<file path="config.mk">
export PLATFORM = sky130hd
export DESIGN_NAME = trap_ctrl
export DESIGN_NICKNAME = d
export VERILOG_FILES = /design/src/rtl/trap_pkg.sv /design/src/rtl/irq_pending.sv /design/src/rtl/trap_ctrl.sv
export SDC_FILE = /design/constraint.sdc
export NUM_CORES = 1
export LEC_CHECK = 0
export CORE_MARGIN = 3
export CORE_UTILIZATION = 42
export DETAILED_ROUTE_END_ITERATION = 6
export PLACE_DENSITY = 0.82
export SYNTH_ARGS = -nofsm -noshare
export SYNTH_HDL_FRONTEND = slang
export SYNTH_SLANG_ARGS = --single-unit
</file>
<file path="constraint.sdc">
create_clock -name Clk -period 1.93 [get_ports Clk]
set_input_delay 0.386 -clock Clk [delete_from_list [all_inputs] [get_ports Clk]]
set_output_delay 0.386 -clock Clk [all_outputs]
set_load 0.02 [all_outputs]
</file>
<file path="src/rtl/trap_pkg.sv">
// trap_pkg: CP0 register encodings, trap cause codes and trap controller states
package trap_pkg;
    localparam logic [4:0] EXC_INT = 5'd0;
    localparam logic [4:0] EXC_SYS = 5'd8;
    localparam logic [4:0] EXC_RI  = 5'd10;
    localparam logic [4:0] EXC_OV  = 5'd12;
    localparam logic [1:0] SEL_STATUS = 2'd0;
    localparam logic [1:0] SEL_CAUSE  = 2'd1;
    localparam logic [1:0] SEL_EPC    = 2'd2;
    localparam logic [1:0] ST_RUN     = 2'd0;
    localparam logic [1:0] ST_HANDLER = 2'd1;
    localparam logic [1:0] ST_SETTLE  = 2'd2;
    localparam int STATUS_IE  = 0;
    localparam int STATUS_EXL = 1;
    localparam int IM_LSB     = 8;
    localparam int IP_LSB     = 8;
    localparam int CODE_LSB   = 2;
endpackage

</file>
<file path="src/rtl/irq_pending.sv">
// irq_pending: rising-edge capture of external interrupt lines into a W1C pending vector
module irq_pending
    import trap_pkg::*;
#(
    parameter int NIRQ = 4
) (
    input  logic            Clk,
    input  logic            Clrn,
    input  logic [NIRQ-1:0] irq,
    input  logic            clr,
    input  logic [NIRQ-1:0] clr_mask,
    output logic [NIRQ-1:0] pending
);
    logic [NIRQ-1:0] irq_q;
    // irq_q tracks the lines through reset so a level held across reset is not an edge
    always_ff @(posedge Clk) begin
        irq_q <= irq;
        pending <= Clrn ? (pending & ~(clr ? clr_mask : '0)) | (irq & ~irq_q) : '0;
    end
endmodule

</file>
<file path="src/rtl/trap_ctrl.sv">
// trap_ctrl: status/cause/epc registers, exception priority, interrupt gating and PC redirect
module trap_ctrl
    import trap_pkg::*;
#(
    parameter int          NIRQ     = 4,
    parameter logic [31:0] VEC_BASE = 32'h0000_0040
) (
    input  logic            Clk,
    input  logic            Clrn,
    input  logic [NIRQ-1:0] irq,
    input  logic [31:0]     pc,
    input  logic            exc_ri,
    input  logic            exc_ov,
    input  logic            exc_sys,
    input  logic            eret,
    input  logic            cp0_we,
    input  logic [1:0]      cp0_sel,
    input  logic [31:0]     cp0_wdata,
    output logic [31:0]     cp0_rdata,
    output logic            redirect,
    output logic [31:0]     redirect_pc,
    output logic            kill
);
    logic [1:0]      state;
    logic            ie;
    logic [NIRQ-1:0] im;
    logic [NIRQ-1:0] pending;
    logic [4:0]      code;
    logic [31:0]     epc;
    logic            ri, exc, eret_ok, int_take, trap, wr;
    logic [4:0]      exc_code;
    logic [31:0]     status, cause;
    logic            unused_wdata;
    assign unused_wdata = ^cp0_wdata;
    // an eret outside the handler is an illegal instruction
    always_comb begin
        ri = exc_ri | (eret & state != ST_HANDLER);
        exc = ri | exc_ov | exc_sys;
        exc_code = ri ? EXC_RI : exc_ov ? EXC_OV : EXC_SYS;
        eret_ok = eret & state == ST_HANDLER & ~exc;
        int_take = state == ST_RUN & ie & |(pending & im) & ~exc & ~eret & ~cp0_we;
        trap = exc | int_take;
        wr = cp0_we & ~trap;
        kill = Clrn & trap;
        redirect = Clrn & (trap | eret_ok);
        redirect_pc = trap ? VEC_BASE : epc;
        status = '0;
        status[STATUS_IE] = ie;
        status[STATUS_EXL] = state != ST_RUN;
        status[IM_LSB +: NIRQ] = im;
        cause = '0;
        cause[CODE_LSB +: 5] = code;
        cause[IP_LSB +: NIRQ] = pending;
        cp0_rdata = cp0_sel == SEL_STATUS ? status :
                    cp0_sel == SEL_CAUSE  ? cause  :
                    cp0_sel == SEL_EPC    ? epc    : '0;
    end
    always_ff @(posedge Clk) begin
        if (!Clrn) begin
            state <= ST_RUN;
            ie <= 1'b0;
            im <= '0;
            code <= EXC_INT;
            epc <= '0;
        end else begin
            if (trap) begin
                state <= ST_HANDLER;
                code <= exc ? exc_code : EXC_INT;
                if (state != ST_HANDLER) epc <= pc;
            end else if (eret_ok) begin
                state <= ST_SETTLE;
            end else if (state == ST_SETTLE) begin
                state <= ST_RUN;
            end
            if (wr & cp0_sel == SEL_STATUS) begin
                ie <= cp0_wdata[STATUS_IE];
                im <= cp0_wdata[IM_LSB +: NIRQ];
            end
            if (wr & cp0_sel == SEL_EPC) epc <= cp0_wdata;
        end
    end
    irq_pending #(.NIRQ(NIRQ)) u_pending (
        .Clk      (Clk),
        .Clrn     (Clrn),
        .irq      (irq),
        .clr      (wr & cp0_sel == SEL_CAUSE),
        .clr_mask (cp0_wdata[IP_LSB +: NIRQ]),
        .pending  (pending)
    );
endmodule

</file>
==> flow_summary.ini <==
[floorplan]
rows = 30
core_area_mm2 = 0.00691
die_h_um = 91.3
io_pins = 143
initial_core_util_pct = 44.2
die_area_mm2 = 0.00833
die_x_um = 91.3

[power]
switchingPower_mw = 0.756
p_int_mw = 1.85
pwr-share-clk_pct = 30.7
peakVddDrop_uv = 366
comb_power_share_pct = 25.4
p_per_area_mw_per_mm2 = 477
p_leak_nw = 2.30
p_seq_share_pct = 43.9
switching_share_pct = 29.0

[critical_path]
cpMostUsedCell = buf_6
r2r_end = epc[22]$_SDFFE_PN0P_
required_ps = 1540
crit_chain = nor4_4 -> o211ai_4 -> buf_12 -> buf_6 -> and3_4 -> buf_6
slowest_stage = dfxtp_4
critical_path_buf_inv_count = 3
arrival_ps = 1780
cp_max_fo = 8
r2r_cells = 8
crit_path_start_kind = register
path_delay_family = simple AND/OR/NAND/NOR gates
reg2reg_from = state[1]$_SDFFE_PP0P_
cpPeakStageDelay_ps = 370
worstSetupEndpointType = output pin
path_class = register to output pin
rrSetupSlack_ps = 90

[worst_hold_path]
hold_end = code[3]$_SDFFE_PN0P_
hold_path_class = register to register
hp-start = code[3]$_SDFFE_PN0P_
min_path_cells = 2

[timing]
layout_setup_ws_ps = -238
hold_viol_final = 0
worst_slew_pin_slew_ps = 418
period_needed_ps = 2170
period_share_pct = 112
setup_viol = 34
rsz0062_at_grt = yes
slew_violations = 0
hold_ws_ps = 485
fmax_mhz = 461
skew_ps = 15.4
maxSlewHeadroom_pct = 72.1

[place]
place_inst = 606
dp_slack_ps = -827
hpwl_um = 7960
port_buffers = 142
dpl_cell_area_mm2 = 0.00489
routabilityCongestion = 0.877

[drt]
vias = 3708
routed-wl-met3_um = 852
drc = 0
highest_layer = met4
vias_per_cell = 5.86
drtPass1Iterations = 6
wl_met1_um = 4760
wl_per_cell_um = 19.4
wirelength_um = 12300
initialDrtViolationCount = 244
ant_nets = 0
wl_met2_um = 6290

[clock_tree]
root_buffer = clkbuf_8
numCtsBuffers = 5
clock_path_buffers = 2
cts_htree_levels = 2
path_clk_slew_ps = 110
cts_tree = yes
clock_latency_ps = 320
clock-sinks = 50

[synthesis]
synthCells = 354
synth.most_common_cell = dfxtp_1
synth_seq_cells = 50
synthArstFlopShare_pct = 0
netlist.area_leader.share_pct = 32.8
synth-edff-count = 0
synthTopCellsByArea = dfxtp_1, o211ai_2, o2111ai_1
ys_types = 32
synth_top_area_cell = dfxtp_1
ys_seq_area_share_pct = 32.8
netlist_area_mm2 = 0.00305
synth_warnings = 0
synth_area_per_cell_um2 = 8.63
yosys-top-cells-count = dfxtp_1, nand2_1, nand3_1
syn_nets = 431
ys.flop_type = dfxtp_1

[outcome]
status = finished, violations left
violations = negative setup slack

[global_route]
antenna_found_initial = 0
grt_pass1_vias = 3685
grt_pass1_wl_um = 18500
gr-usage-all-layers_pct = 27.5
grt-ovfl-total = 0
grt_max_degree = 35

[final_layout]
diodes = 0
area_delta_synth_final_pct = 79.2
fin_nets = 613
instances_no_fill = 633
fillers = 469
drive_gt1_share_pct = 39.7
postLayoutCoreUtil_pct = 79.2
fin_area_mm2 = 0.00547

[run]
drv_cap = 0
==> cell type report <==
cell class | instances | area (um2) | share of cell area, %
clock buffer | 5 | 68.8 | 1.26
tap | 96 | 120 | 2.19
clock inverter | 3 | 47.5 | 0.869
timing repair buffer | 213 | 2160 | 39.5
inverter | 6 | 22.5 | 0.412
multi-input combinational | 260 | 2040 | 37.3
sequential | 50 | 1010 | 18.5
==> state kept, by name, indices dropped and copies added (netlist names) <==
register and flops:
im 4, epc 32, code 3, state 2, ie 1, u_pending.irq_q 4
u_pending.pending 4
==> kinds of logic after synthesis <==
logic type	Yosys count	synth area share (%)
flops	50	32.8
simple gates	152	26.7
buf+inv	44	7.99
compound gates	98	29.3
mux	10	3.28
==> power groups by stage <==
stage | registers, mW | logic, mW | clock network (mW)
4_1_cts | 1.14 | 0.634 | 0.795
3_3_place_gp | 1.16 | 0.607 | 0
6_report | 1.15 | 0.663 | 0.800
3_5_place_dp | 1.16 | 0.623 | 0
2_1_floorplan | 1.15 | 0.267 | 0
5_1_grt | 1.15 | 0.704 | 0.839
==> routing by layer <==
metal	track usage, %	vias to the layer above
li1	-	1685
met1	31.7	1786
met2	49.1	197
met3	4.64	40
met4	13.2	0
met5	0	-
==> worst max path at each step <==
stage                                from              end  slack (ps)  depth (start not counted)
floorplan           state[0]$_SDFFE_PN0P_         redirect          80                          4
global placement                   exc_ri         redirect        -780                          7
detailed placement                 exc_ri         redirect        -830                          7
CTS                 state[0]$_SDFFE_PN0P_   redirect_pc[3]        -210                          6
global route        state[1]$_SDFFE_PP0P_         redirect        -310                          6
finish              state[1]$_SDFFE_PP0P_  redirect_pc[24]        -240                          6
==> tightest hold or removal path, stage by stage (launching register included) <==
cell and delay [ps]:
dfxtp_1 320, nand2_1 60, a21oi_1 60
==> cell usage in the layout, fill, tap and decap left out, types with 13 or more instances in the layout <==
cell type and n:
clkdlybuf4s50_1 68, buf_6 46, dfxtp_1 46, buf_4 45, nand2_1 38, nand3_1 34
and3_4 31, o2111ai_1 30, and2_1 23, o211ai_2 22, clkdlybuf4s15_2 13
==> what timing repair did <==
action,CTS,global route
endpoints found under the setup margin,80,67
hold buffers,0,0
buffers inserted,8,5
gates resized for setup,291,84
pin swaps,5,9
gates cloned,5,2
hold endpoints to repair,0,0
==> metrics by stage <==
stage / total power [mW] / setup TNS [ps]
6_report: 2.61 / -7450
3_5_place_dp: 1.78 / -57880
5_1_grt: 2.70 / -9900
3_3_place_gp: 1.77 / -54290
4_1_cts: 2.57 / -6230
2_1_floorplan: 1.41 / 0
No activity file was read; power rests on OpenSTA's default activity.
